File: config.mk
export PLATFORM = sky130hd
export DESIGN_NAME = adder_job_sequencer
export DESIGN_NICKNAME = d
export VERILOG_FILES = /design/src/rtl/adder_job_sequencer.sv
export SDC_FILE = /design/constraint.sdc
export NUM_CORES = 1
export LEC_CHECK = 0
export ABC_AREA = 1
export CAP_MARGIN = 0
export CORE_MARGIN = 1.5
export CORE_UTILIZATION = 24
export CTS_CLUSTER_DIAMETER = 200
export DETAILED_ROUTE_END_ITERATION = 10
export PLACE_DENSITY = 0.48
export SYNTH_ARGS = -nofsm -noshare
export SYNTH_HDL_FRONTEND = slang
export SYNTH_SLANG_ARGS = --single-unit
File: constraint.sdc
create_clock -name axi_aclk -period 4.9 [get_ports axi_aclk]
set_input_delay 0.49 -clock axi_aclk [delete_from_list [all_inputs] [get_ports axi_aclk]]
set_output_delay 0.49 -clock axi_aclk [all_outputs]
set_load 0.02 [all_outputs]
File: src/rtl/adder_job_sequencer.sv
// adder_job_sequencer
//   AXI4-Lite master that runs one (A, B) job against the memory-mapped adder
//   peripheral. It writes A to BASE+0x00 and B to BASE+0x04, then reads the
//   result register at BASE+0x48 twice. The peripheral computes on read and
//   returns the previous sum, so the first read only primes it and the second
//   read returns A+B.
//
//   Ports
//     axi_aclk / axi_areset      clock, asynchronous active-high reset
//     job_valid/ready, job_a/b   job request (valid/ready)
//     res_valid/ready, res_sum,  result; res_err is the OR of every non-OKAY
//     res_err                    BRESP/RRESP seen during the job
//     busy                       high whenever the sequencer is not idle
//     m_axi_*                    AXI4-Lite master (AW, W, B, AR, R)
module adder_job_sequencer #(
  parameter int                          C_AXI_DATA_WIDTH = 32,
  parameter int                          C_AXI_ADDR_WIDTH = 32,
  parameter logic [C_AXI_ADDR_WIDTH-1:0] BASE_ADDR        = '0
) (
  input  logic                        axi_aclk,
  input  logic                        axi_areset,
  input  logic                        job_valid,
  output logic                        job_ready,
  input  logic [C_AXI_DATA_WIDTH-1:0] job_a,
  input  logic [C_AXI_DATA_WIDTH-1:0] job_b,
  output logic                        res_valid,
  input  logic                        res_ready,
  output logic [C_AXI_DATA_WIDTH-1:0] res_sum,
  output logic                        res_err,
  output logic                        busy,
  output logic [C_AXI_ADDR_WIDTH-1:0] m_axi_awaddr,
  output logic                        m_axi_awvalid,
  input  logic                        m_axi_awready,
  output logic [C_AXI_DATA_WIDTH-1:0] m_axi_wdata,
  output logic [3:0]                  m_axi_wstrb,
  output logic                        m_axi_wvalid,
  input  logic                        m_axi_wready,
  input  logic [1:0]                  m_axi_bresp,
  input  logic                        m_axi_bvalid,
  output logic                        m_axi_bready,
  output logic [C_AXI_ADDR_WIDTH-1:0] m_axi_araddr,
  output logic                        m_axi_arvalid,
  input  logic                        m_axi_arready,
  input  logic [C_AXI_DATA_WIDTH-1:0] m_axi_rdata,
  input  logic [1:0]                  m_axi_rresp,
  input  logic                        m_axi_rvalid,
  output logic                        m_axi_rready
);

  localparam logic [C_AXI_ADDR_WIDTH-1:0] ADDR_A   = BASE_ADDR;
  localparam logic [C_AXI_ADDR_WIDTH-1:0] ADDR_B   = BASE_ADDR + C_AXI_ADDR_WIDTH'(4);
  localparam logic [C_AXI_ADDR_WIDTH-1:0] ADDR_RES = BASE_ADDR + C_AXI_ADDR_WIDTH'(72);

  typedef enum logic [2:0] {
    S_IDLE, S_WR_A, S_WR_B, S_RD_PRIME, S_RD_RES, S_DONE
  } state_t;

  state_t                        state_q,   state_d;
  logic [C_AXI_DATA_WIDTH-1:0]   b_q,       b_d;
  logic [C_AXI_DATA_WIDTH-1:0]   sum_q,     sum_d;
  logic                          err_q,     err_d;
  logic [C_AXI_ADDR_WIDTH-1:0]   awaddr_q,  awaddr_d;
  logic [C_AXI_DATA_WIDTH-1:0]   wdata_q,   wdata_d;
  logic                          awvalid_q, awvalid_d;
  logic                          wvalid_q,  wvalid_d;
  logic                          bready_q,  bready_d;
  logic [C_AXI_ADDR_WIDTH-1:0]   araddr_q,  araddr_d;
  logic                          arvalid_q, arvalid_d;
  logic                          rready_q,  rready_d;

  always_ff @(posedge axi_aclk or posedge axi_areset) begin
    if (axi_areset) begin
      state_q   <= S_IDLE;
      b_q       <= '0;
      sum_q     <= '0;
      err_q     <= 1'b0;
      awaddr_q  <= '0;
      wdata_q   <= '0;
      awvalid_q <= 1'b0;
      wvalid_q  <= 1'b0;
      bready_q  <= 1'b0;
      araddr_q  <= '0;
      arvalid_q <= 1'b0;
      rready_q  <= 1'b0;
    end else begin
      state_q   <= state_d;
      b_q       <= b_d;
      sum_q     <= sum_d;
      err_q     <= err_d;
      awaddr_q  <= awaddr_d;
      wdata_q   <= wdata_d;
      awvalid_q <= awvalid_d;
      wvalid_q  <= wvalid_d;
      bready_q  <= bready_d;
      araddr_q  <= araddr_d;
      arvalid_q <= arvalid_d;
      rready_q  <= rready_d;
    end
  end

  always_comb begin
    state_d   = state_q;
    b_d       = b_q;
    sum_d     = sum_q;
    err_d     = err_q;
    awaddr_d  = awaddr_q;
    wdata_d   = wdata_q;
    awvalid_d = awvalid_q;
    wvalid_d  = wvalid_q;
    bready_d  = bready_q;
    araddr_d  = araddr_q;
    arvalid_d = arvalid_q;
    rready_d  = rready_q;

    case (state_q)
      S_IDLE: begin
        if (job_valid) begin
          // A goes straight into the write-data register; only B needs holding.
          b_d       = job_b;
          err_d     = 1'b0;
          awaddr_d  = ADDR_A;
          wdata_d   = job_a;
          awvalid_d = 1'b1;
          wvalid_d  = 1'b1;
          state_d   = S_WR_A;
        end
      end

      S_WR_A, S_WR_B: begin
        if (bready_q && m_axi_bvalid) begin
          err_d    = err_q | (m_axi_bresp != 2'b00);
          bready_d = 1'b0;
          if (state_q == S_WR_A) begin
            awaddr_d  = ADDR_B;
            wdata_d   = b_q;
            awvalid_d = 1'b1;
            wvalid_d  = 1'b1;
            state_d   = S_WR_B;
          end else begin
            araddr_d  = ADDR_RES;
            arvalid_d = 1'b1;
            state_d   = S_RD_PRIME;
          end
        end else begin
          // AW and W retire independently; B is accepted only once both have.
          awvalid_d = awvalid_q && !m_axi_awready;
          wvalid_d  = wvalid_q  && !m_axi_wready;
          bready_d  = !awvalid_d && !wvalid_d;
        end
      end

      S_RD_PRIME, S_RD_RES: begin
        if (rready_q && m_axi_rvalid) begin
          err_d    = err_q | (m_axi_rresp != 2'b00);
          rready_d = 1'b0;
          if (state_q == S_RD_PRIME) begin
            // Primed read returns the stale sum; drop it and read again.
            arvalid_d = 1'b1;
            state_d   = S_RD_RES;
          end else begin
            sum_d   = m_axi_rdata;
            state_d = S_DONE;
          end
        end else begin
          arvalid_d = arvalid_q && !m_axi_arready;
          rready_d  = !arvalid_d;
        end
      end

      S_DONE: begin
        if (res_ready) state_d = S_IDLE;
      end

      default: state_d = S_IDLE;
    endcase
  end

  assign job_ready     = (state_q == S_IDLE);
  assign busy          = (state_q != S_IDLE);
  assign res_valid     = (state_q == S_DONE);
  assign res_sum       = sum_q;
  assign res_err       = err_q;
  assign m_axi_awaddr  = awaddr_q;
  assign m_axi_awvalid = awvalid_q;
  assign m_axi_wdata   = wdata_q;
  assign m_axi_wstrb   = 4'hF;
  assign m_axi_wvalid  = wvalid_q;
  assign m_axi_bready  = bready_q;
  assign m_axi_araddr  = araddr_q;
  assign m_axi_arvalid = arvalid_q;
  assign m_axi_rready  = rready_q;

endmodule

==> summary.md <==
| Metric | Value |
|---|---|
| Outcome | completed |
| Largest family of logic cells by synthesized area | simple AND/OR/NAND/NOR gates |
| Fin. Hold Viols | 0 |
| Clk sink count | 107 |
| DRT Pass-1 Iters | 4 |
| R2R cell count | 7 |
| Final period utilization | 0.555 |
| Post-layout minimum cycle time | between 2000 and 3000 ps |
| Routed wire length | 13.8 mm |
| Share of post-route cells with drive strength above 1 | 0.0851 |
| Initial Utilization | 0.247 |
| Slew Limit Fails | 0 |
| Resized cells post-CTS | 0 |
| Rows | 53 |
| # DRC | 0 |
| # port buffers | roughly 180 |
| Max-cap violations | 0 |
| Largest net degree at the start of global routing | 76 |
| Seq/Total Area, Yosys | 0.513 |
| Worst hold path depth | 2 |
| Setup crit start kind | flop |
| Die ar. | ~0.023 sq mm |
| Grt ovf | 0 |
| Detailed router's first-iteration violation count | approximately 140 |
| CP endpoint kind | flop |
| Synthesized flop and latch total | roughly 110 |
| Placed Cells incl. Taps | about 1,000 |
| Die span in x | ~150 um |
| Hpwl dp | approximately 9.5 mm |
| Share of the synthesized area in the top cell type | 0.513 |
| Hold Path End | b_q[15] |
| Postcts setup bufs | 0 |
| Fin Setup TNS | 0 ps |
| Routed len/inst | approximately 13 um |
| Fin cells | approximately 1,100 |
| CTS Hold Bufs | 0 |
| Hold_ws | about 480 ps |
| Root Buffer | clkbuf_16 |
| Final instance area | slightly above 0.007 sq mm |
| GPL Wtd Cong | just over 0.7 |
| HP Class | reg2reg |
| Chip height | about 150 um |
| Worst Tran Pin Value | 1180 ps |
| H-tree depth | 3 |
| Crit path kind | reg2reg |
| Clock slew at reported path FFs | ~70 ps |
| Flop2flop setup slack | 2180 ps |
| # IOs | 250 |
| First-pass GRT wire length | 21.8 mm |
| CTS tree | done |
| RSZ-0062 raised after global routing | false |
| Worst slew margin | 0.212 |
| NumNets Final | slightly below 900 |
| Max Fclk | ~370 MHz |
| Distinct cells, synth | 23 |
| Vias | about 4,100 |
| Finish-stage setup viols | 0 |
| YS warnings | 0 |
| Worst R2R Start | state_q[2] |
| Leak | roughly 3.7 nW |
| Crit path arrival time | 3010 ps |
| Synth Cell Area | between 0.005 and 0.006 sq mm |
| Syn Inst Count | approximately 600 |
| DP Area | about 0.0070 sq mm |
| Maximum VDD drop | roughly 240 uV |
| Mux cell area share after synthesis | 0.0690 |
| Clock skew | roughly 13 ps |
| Area delta synth->final | 39.1% |
| Average vias per placed instance | roughly 3.9 |
| CP Launch Point | state_q[2] |
| GR Util All Layers | 0.127 |
| Post-synthesis xor/xnor area fraction | 0 |
| Critical path fanouts, max | 33 |
| N_diodes | 0 |
| Pwr Total | roughly 4.2 mW |
| WP data required | 5190 ps |
| Post-route ant nets | 0 |
| Core ar. | 0.0212 sq mm |
| Pwr dens | 577 mW/mm^2 |
| Vias in the first global route | 4,172 |
| Post-synthesis simple-gate area fraction | 0.264 |
| RR Endpoint | b_q[10] |
| Clk Latency, worst-skew pair | ~360 ps |
| Area leader, netlist | dfrtp_1 |
| Largest cells by area after synthesis | dfrtp_1, nand2_1, buf_4 |
| Clock buffer depth | 2 |
| Num CTS Buffers | 9 |
| Initial antenna violation count | 0 |
| HP Start | b_q[15] |
| Compound-Gate Fraction of Synth Area | 0.0115 |
| Mean Syn Cell Area | approximately 8.7 sq um |
| Post-synthesis adder-cell area fraction | 0 |
-- metal layers --
layer | up-vias | track usage | share of wire | wire length, um
li1 | 2060 | - | - | -
met1 | 1867 | 0.149 | 0.42 | 5770
met2 | 174 | 0.204 | 0.46 | 6330
met3 | 9 | 0.0633 | 0.11 | 1550
met4 | 0 | 0.0382 | 0.0089 | 123
met5 | - | 0 | 0 | 0
-- where the power goes --
| part | switching, mW | internal [mW] |
|---|---|---|
| registers | 0.192 | 1.22 |
| logic | 1.31 | 0.778 |
| clock network | 0.347 | 0.351 |
| total | 1.84 | 2.35 |
-- state kept, by name, indices dropped and copies added, names as in the netlist --
register,count
m_axi_awaddr,1
m_axi_araddr,1
res_sum,32
m_axi_rready,1
m_axi_bready,1
m_axi_arvalid,1
m_axi_wvalid,1
res_err,1
m_axi_wdata,32
b_q,32
state_q,3
m_axi_awvalid,1
-- cell usage in the layout, fill, tap and decap left out, drive strengths merged --
cell type | netlist | routed
a21oi | 6 | 6
buf | 87 | 1
clkbuf | 3 | 10
clkdlybuf4s50 | 0 | 184
clkinv | 0 | 2
clkinvlp | 0 | 1
conb | 2 | 65
dfrtp | 107 | 107
inv | 18 | 21
mux2 | 32 | 32
nand2 | 313 | 313
nand3 | 11 | 11
nand3b | 1 | 1
nand4 | 5 | 5
nor2 | 8 | 8
nor3 | 1 | 1
o21ai | 6 | 6
or2 | 2 | 2
-- final cells by class --
type | instances | area, sq um
Clock buffer | 10 | 229
Clock inverter | 6 | 47.5
Fill cell | 2266 | 13900
Inverter | 18 | 70.1
Multi-Input combinational cell | 450 | 2040
Sequential cell | 107 | 2680
Tap cell | 275 | 344
Timing Repair Buffer | 185 | 1850
-- synth_stat cells --
library cell / n
buf_2: 6
nand3b_1: 1
a21oi_1: 6
nor3_1: 1
inv_2: 4
nand3_4: 1
nand4_1: 5
o21ai_0: 6
nand2_2: 4
dfrtp_1: 107
conb_1: 2
buf_6: 5
nor2_1: 6
nand3_2: 2
nand2_4: 2
mux2_2: 32
inv_1: 14
clkbuf_1: 3
buf_4: 76
nand2_1: 307
or2_2: 2
nand3_1: 8
nor2_4: 2
-- how the worst max path moves through the flow --
stage | endpoint | slack (ps)
6_report | b_q[10] | 2180
5_1_grt | b_q[12] | 1800
4_1_cts | b_q[16] | 2080
3_5_place_dp | b_q[16] | 1970
3_3_place_gp | b_q[16] | 2020
2_1_floorplan | b_q[0] | 1590
-- metrics by stage --
stage	worst slack, ps	util
5_1_grt	1800	0.343
6_report	2180	0.343
3_3_place_gp	2020	0.330
2_1_floorplan	1590	-
3_5_place_dp	1970	0.330
4_1_cts	2080	0.343
-- cells by family (layout without fill, tap and decap cells) --
logic type      count (synthesis)  in the layout
buf+inv                       108            219
mux                            32             32
flops                         107            107
other cells                     2             65
compound gates                 12             12
simple gates                  341            341
-- worst max-delay path: stages (launching register included) --
cell and delay [ps]:
dfrtp_1 510, inv_2 140, nand2_2 80, nor2_4 130, nand2_2 460, inv_1 1070
nand2_1 130, nand2_1 100
(Power assumes the default switching activity.)
